## src/rtl/mdu_pkg.sv

```systemverilog
// Shared definitions for the multiply/divide-unit controller: op codes, FSM states,
// default pipeline depth and 64-bit sign helpers. Signed support is gated by MDU_SIGNED_EN.
package mdu_pkg;

    localparam int LATENCY_DEF = 4;

    localparam logic [1:0] OP_MULTU = 2'd0;
    localparam logic [1:0] OP_MULT  = 2'd1;
    localparam logic [1:0] OP_MTHI  = 2'd2;
    localparam logic [1:0] OP_MTLO  = 2'd3;

    typedef enum logic [1:0] {
        ST_IDLE  = 2'd0,
        ST_RUN   = 2'd1,
        ST_WRITE = 2'd2
    } state_t;

    // Magnitude of a two's-complement word; 0x80000000 maps to itself, which is
    // still the correct unsigned magnitude.
    function automatic logic [31:0] mag32(input logic [31:0] v);
        mag32 = v[31] ? (~v + 32'd1) : v;
    endfunction

    function automatic logic [63:0] neg64(input logic [63:0] v);
        neg64 = ~v + 64'd1;
    endfunction

endpackage

```

## src/rtl/multu_core.sv

```systemverilog
// Unsigned 32x32 -> 64 multiplier. Operands are held stable by the controller for
// the whole RUN phase, so the product only has to settle before the WRITE edge.
module multu_core (
    input  logic [31:0] a,
    input  logic [31:0] b,
    output logic [63:0] p
);

    assign p = 64'(a) * 64'(b);

endmodule

```

## src/rtl/mdu_ctrl.sv

```systemverilog
// HI/LO multiply controller: IDLE -> RUN (LATENCY cycles) -> WRITE, plus MTHI/MTLO.
// Define MDU_SIGNED_EN to make MULT a signed multiply; otherwise MULT equals MULTU.
module mdu_ctrl
    import mdu_pkg::*;
#(
    parameter int LATENCY = LATENCY_DEF
) (
    input  logic        clk,
    input  logic        reset,
    input  logic        req_valid,
    input  logic [1:0]  req_op,
    input  logic [31:0] rs_val,
    input  logic [31:0] rt_val,
    output logic        req_ready,
    output logic        busy,
    output logic        done,
    output logic [31:0] hi,
    output logic [31:0] lo
);

    localparam logic [3:0] CNT_INIT = 4'(LATENCY - 1);

    state_t      state;
    logic [3:0]  cnt;
    logic [31:0] op_a;
    logic [31:0] op_b;
    logic [63:0] prod;
    logic [63:0] result;

    // Valid/ready: a request transfers on a rising edge where req_valid && req_ready;
    // the requester holds req_valid and operands stable until then.
    assign req_ready = (state == ST_IDLE);
    assign busy      = (state != ST_IDLE);

    multu_core u_core (
        .a (op_a),
        .b (op_b),
        .p (prod)
    );

`ifdef MDU_SIGNED_EN
    logic sign_q;
    assign result = sign_q ? neg64(prod) : prod;
`else
    assign result = prod;
`endif

    always_ff @(posedge clk) begin
        if (reset) begin
            state <= ST_IDLE;
            cnt   <= 4'd0;
            hi    <= 32'd0;
            lo    <= 32'd0;
            done  <= 1'b0;
            op_a  <= 32'd0;
            op_b  <= 32'd0;
`ifdef MDU_SIGNED_EN
            sign_q <= 1'b0;
`endif
        end else begin
            done <= 1'b0;
            case (state)
                ST_IDLE: begin
                    if (req_valid) begin
                        case (req_op)
                            OP_MULTU, OP_MULT: begin
`ifdef MDU_SIGNED_EN
                                if (req_op == OP_MULT) begin
                                    op_a   <= mag32(rs_val);
                                    op_b   <= mag32(rt_val);
                                    sign_q <= rs_val[31] ^ rt_val[31];
                                end else begin
                                    op_a   <= rs_val;
                                    op_b   <= rt_val;
                                    sign_q <= 1'b0;
                                end
`else
                                op_a <= rs_val;
                                op_b <= rt_val;
`endif
                                cnt   <= CNT_INIT;
                                state <= ST_RUN;
                            end
                            OP_MTHI: hi <= rs_val;
                            OP_MTLO: lo <= rs_val;
                            default: ;
                        endcase
                    end
                end
                ST_RUN: begin
                    if (cnt == 4'd0) begin
                        state <= ST_WRITE;
                    end else begin
                        cnt <= cnt - 4'd1;
                    end
                end
                ST_WRITE: begin
                    hi    <= result[63:32];
                    lo    <= result[31:0];
                    done  <= 1'b1;
                    state <= ST_IDLE;
                end
                default: state <= ST_IDLE;
            endcase
        end
    end

endmodule

```

## config.mk

```make
export PLATFORM = sky130hd
export DESIGN_NAME = mdu_ctrl
export DESIGN_NICKNAME = d
export VERILOG_FILES = /design/src/rtl/mdu_pkg.sv /design/src/rtl/multu_core.sv /design/src/rtl/mdu_ctrl.sv
export SDC_FILE = /design/constraint.sdc
export NUM_CORES = 2
export LEC_CHECK = 0
export CAP_MARGIN = 20
export CORE_MARGIN = 4
export CORE_UTILIZATION = 57
export DETAILED_ROUTE_END_ITERATION = 8
export PLACE_DENSITY = 0.71
export SKIP_LAST_GASP = 1
export SLEW_MARGIN = 5
export SYNTH_ARGS = -nofsm -noshare
export SYNTH_HDL_FRONTEND = slang
export SYNTH_SLANG_ARGS = --single-unit
```

## constraint.sdc

```tcl
create_clock -name clk -period 8.4 [get_ports clk]
set_input_delay 2.1 -clock clk [delete_from_list [all_inputs] [get_ports clk]]
set_output_delay 2.1 -clock clk [all_outputs]
set_load 0.1 [all_outputs]
```

==> flow_summary_export.csv <==
group,metric,value,unit
clocking,cts_root_buffer,"clkbuf_16",
critical_path,critical-path-max-stage-delay,1.06,ns
synth,synth_compound_gate_area_share,0.0656,
detailed_routing,vias_per_cell,5.68,
final_layout,most-common-layout-cells,"896 x fa_1, 857 x inv_1, 672 x nand2_1",
timing,clock_skew,0.0179,ns
detailed_routing,drc,0,
final_layout,final_common_cell,"fa_1",
final_layout,nets,5586,
clocking,clock_latency,0.46,ns
global_routing,grt_pass1_vias,32100,
detailed_routing,num_vias,29700,
power_and_ir_drop,power_leakage,20.7,nW
global_routing,grt_overflow,0,
power_and_ir_drop,powerDensity,68.0,nW/µm²
synth,synth_mux_area_frac,0.000783,
critical_path,cp.required,8.69,ns
floorplanning,die_width,267,µm
global_routing,grtUsageTotal,0.321,
synth,yosysWarnings,0,
detailed_routing,drtPass1Iterations,6,
timing,drv_slew,0,
critical_path,crit_fanout,17,
timing,setup_ws,0.338,ns
placement,dpl_cell_area,41100,µm²
synth,synthCells,4320,
detailed_routing,antenna_left,0,
detailed_routing,wl_per_cell,20.9,µm
global_routing,grt_pass1_wl,178000,µm
critical_path,cpMostUsedCell,"fa_1",
critical_path,rrSetupSlack,0.34,ns
timing,min_period_over_period,0.960,
hold_path,holdPathEnd,"op_b[16]",
detailed_routing,first_iter_violations,2424,
critical_path,rr_startpoint,"op_a[1]",
synth,synth_top_family_by_area,"adder cells",
critical_path,r2r_end,"hi[23]",
final_layout,layout-drive-gt1-share,0.0499,
critical_path,cp-end-kind,"flop",
clocking,cts_tree,"yes",
outcome,status,"finished, final reports clean",
clocking,htreeDepth,4,
placement,portBuffers,135,
synth,yosysSeqAreaShare,0.0705,
timing,tightest_slew,1.11,ns
placement,dp.cells,5200,
floorplanning,initial_utilization,0.579,
power_and_ir_drop,finalPower,2.84,mW
clocking,cts_buffers,17,
final_layout,finalCoreUtilization,0.631,
floorplanning,die-area,71500,µm²
floorplanning,fp.coreArea,66200,µm²
timing,finalCriticalPeriod,8.06,ns
synth,ys_ff_latch,135,
global_routing,grt_max_degree,88,
placement,pre_cts_slack,0.353,ns
synth,avgSynthCellArea,8.88,µm²
timing,fin_setup_tns,0,ns
synth,ys.flop_type,"dfxtp_1",
floorplanning,fp.dieH,267,µm
synth,synthesis.area,38400,µm²
critical_path,critPathSlowestCell,"dfxtp_1",
synth,synthesis.nets,5550,
placement,dp_hpwl,89200,µm
critical_path,worst_setup_path_start_kind,"flop",
timing,whs,0.462,ns
clocking,post-cts-setup-buffers,0,
run,drv_cap,0,
final_layout,final_cell_count_no_fill,5235,
detailed_routing,wl,109000,µm
critical_path,critPathArrivalTime,8.36,ns
synth,synthAdderAreaFrac,0.554,
critical_path,crit_chain,"buf_4 -> and2_1 -> fa_1 -> ha_1 -> fa_1 -> inv_1 -> fa_1 -> inv_1 -> fa_1 -> fa_1 -> fa_1 -> fa_1 -> ha_1 -> a21oi_1 -> o21ai_0 -> a221o_1 -> a221o_1 -> a21o_1 -> a311oi_1 -> a21oi_1 -> a21boi_0 -> xor2_1 -> o22ai_1",
final_layout,final_area,41800,µm²
clocking,clock-sinks,135,
synth,async_flop_share,0,
critical_path,rr_worst_depth,23,
clocking,cts.clk_slew.worst_paths,0.08,ns
timing,setup_viol_count_final,0,
floorplanning,ioPinCount,136,
synth,synth_edf_count,0,
timing,slew_headroom,0.258,
global_routing,antenna_found_initial,5,
hold_path,hold_class,"flop to flop",
final_layout,area_growth,8.91,%
synth,synth_xor_area_frac,0.0132,
timing,rsz0062_at_grt,"yes",
clocking,cts_buffer_depth,2,
timing,hold_viol,0,
critical_path,worst-setup-path-type,"flop to flop",
timing,fmax,124,MHz
hold_path,min_delay_path_depth,2,
synth,synth_cell_type_count,62,
floorplanning,rows,94,
power_and_ir_drop,irDropWorstVdd,0.120,mV
hold_path,min_from,"op_b[16]",
placement,place_congestion,0.954,
synth,synth-simple-area-share,0.185,
[sequential cells by signal, summed over array words and instances (netlist names)]
name   flops
lo        32
op_a      32
done       1
cnt        4
op_b      32
hi        32
state      2
[layer usage]
metal,wire (µm),track usage,vias to the layer above
met5,41,0,-
met2,52800,0.536,1142
met3,7410,0.0467,251
met1,44000,0.430,15400
li1,-,-,12900
met4,4940,0.120,6
[power by group]
| part | internal, mW | leakage, nW | switching [mW] |
|---|---|---|---|
| Sequential | 0.684 | 1.11 | 0.0740 |
| Combinational | 0.416 | 19.3 | 0.845 |
| Clock | 0.432 | 0.301 | 0.390 |
| Total | 1.53 | 20.7 | 1.31 |
[final cells by class]
cell class / instances / area (µm²)
clock inverters: 15 / 199
inverters: 857 / 3220
well taps: 864 / 1080
repair buffers: 289 / 2690
fillers: 5693 / 24400
flip-flops and latches: 135 / 2720
multi-input cells: 3056 / 31400
clock buffers: 17 / 425
diodes: 2 / 5.00
[worst max-delay path by stage]
| stage | start | to | slack, ns | cells past startpoint |
|---|---|---|---|---|
| 2_1_floorplan | op_b[8] | hi[23] | 1.09 | 24 |
| 6_report | op_a[1] | hi[23] | 0.34 | 23 |
| 3_5_place_dp | op_b[3] | hi[1] | 0.35 | 25 |
| 3_3_place_gp | op_b[17] | hi[23] | 0.40 | 24 |
| 5_1_grt | op_a[1] | hi[23] | -0.03 | 23 |
| 4_1_cts | op_b[17] | hi[23] | 0.29 | 24 |
[synthesized netlist by cell type, drive strengths merged (4+ instances only)]
cell     number  area [µm²]
a31oi        15        93.8
o21bai       19         143
o31ai         5        37.5
buf           6        22.5
fa          896       17900
and2        596        3730
nand2       673        2530
o22ai        18         113
clkbuf      266        1000
o21ai        57         285
a2111oi       5        56.3
a21o         32         241
a22oi         4        30.0
a21oi       166         838
xnor2        40         350
o211ai       10        75.1
nor2b         5        31.3
nor3         20         100
ha          265        3320
and3         15        93.8
a211oi        9        67.6
or2           4        27.5
or3           8        51.3
nor2         69         262
xor2         18         158
inv         857        3220
nand3        16        80.1
a221oi        7        85.1
a311oi       23         201
nand4        19         119
dfxtp       135        2700
o21a          7        52.6
[logic make-up after synthesis]
logic type,Yosys count
compound gates,398
xor+xnor,58
fa+ha+maj,1161
buf+inv,1129
flops,135
mux,3
simple gates,1436
[worst max-delay path, delay by kind of cell, from the launching register on]
kind,cells,cell delay [ns]
flops,1,1.06
simple gates,1,0.18
compound gates,9,2.16
xor+xnor,1,0.17
buf+inv,3,0.47
fa+ha+maj,9,3.86
[repair_timing]
| item | in CTS | in global routing |
|---|---|---|
| resized for setup | 0 | 12 |
| setup endpoints to repair | 0 | 7 |
| hold buffers | 0 | 0 |
| hold endpoints to repair | 0 | 0 |
No activity file was read; power rests on OpenSTA's default activity.
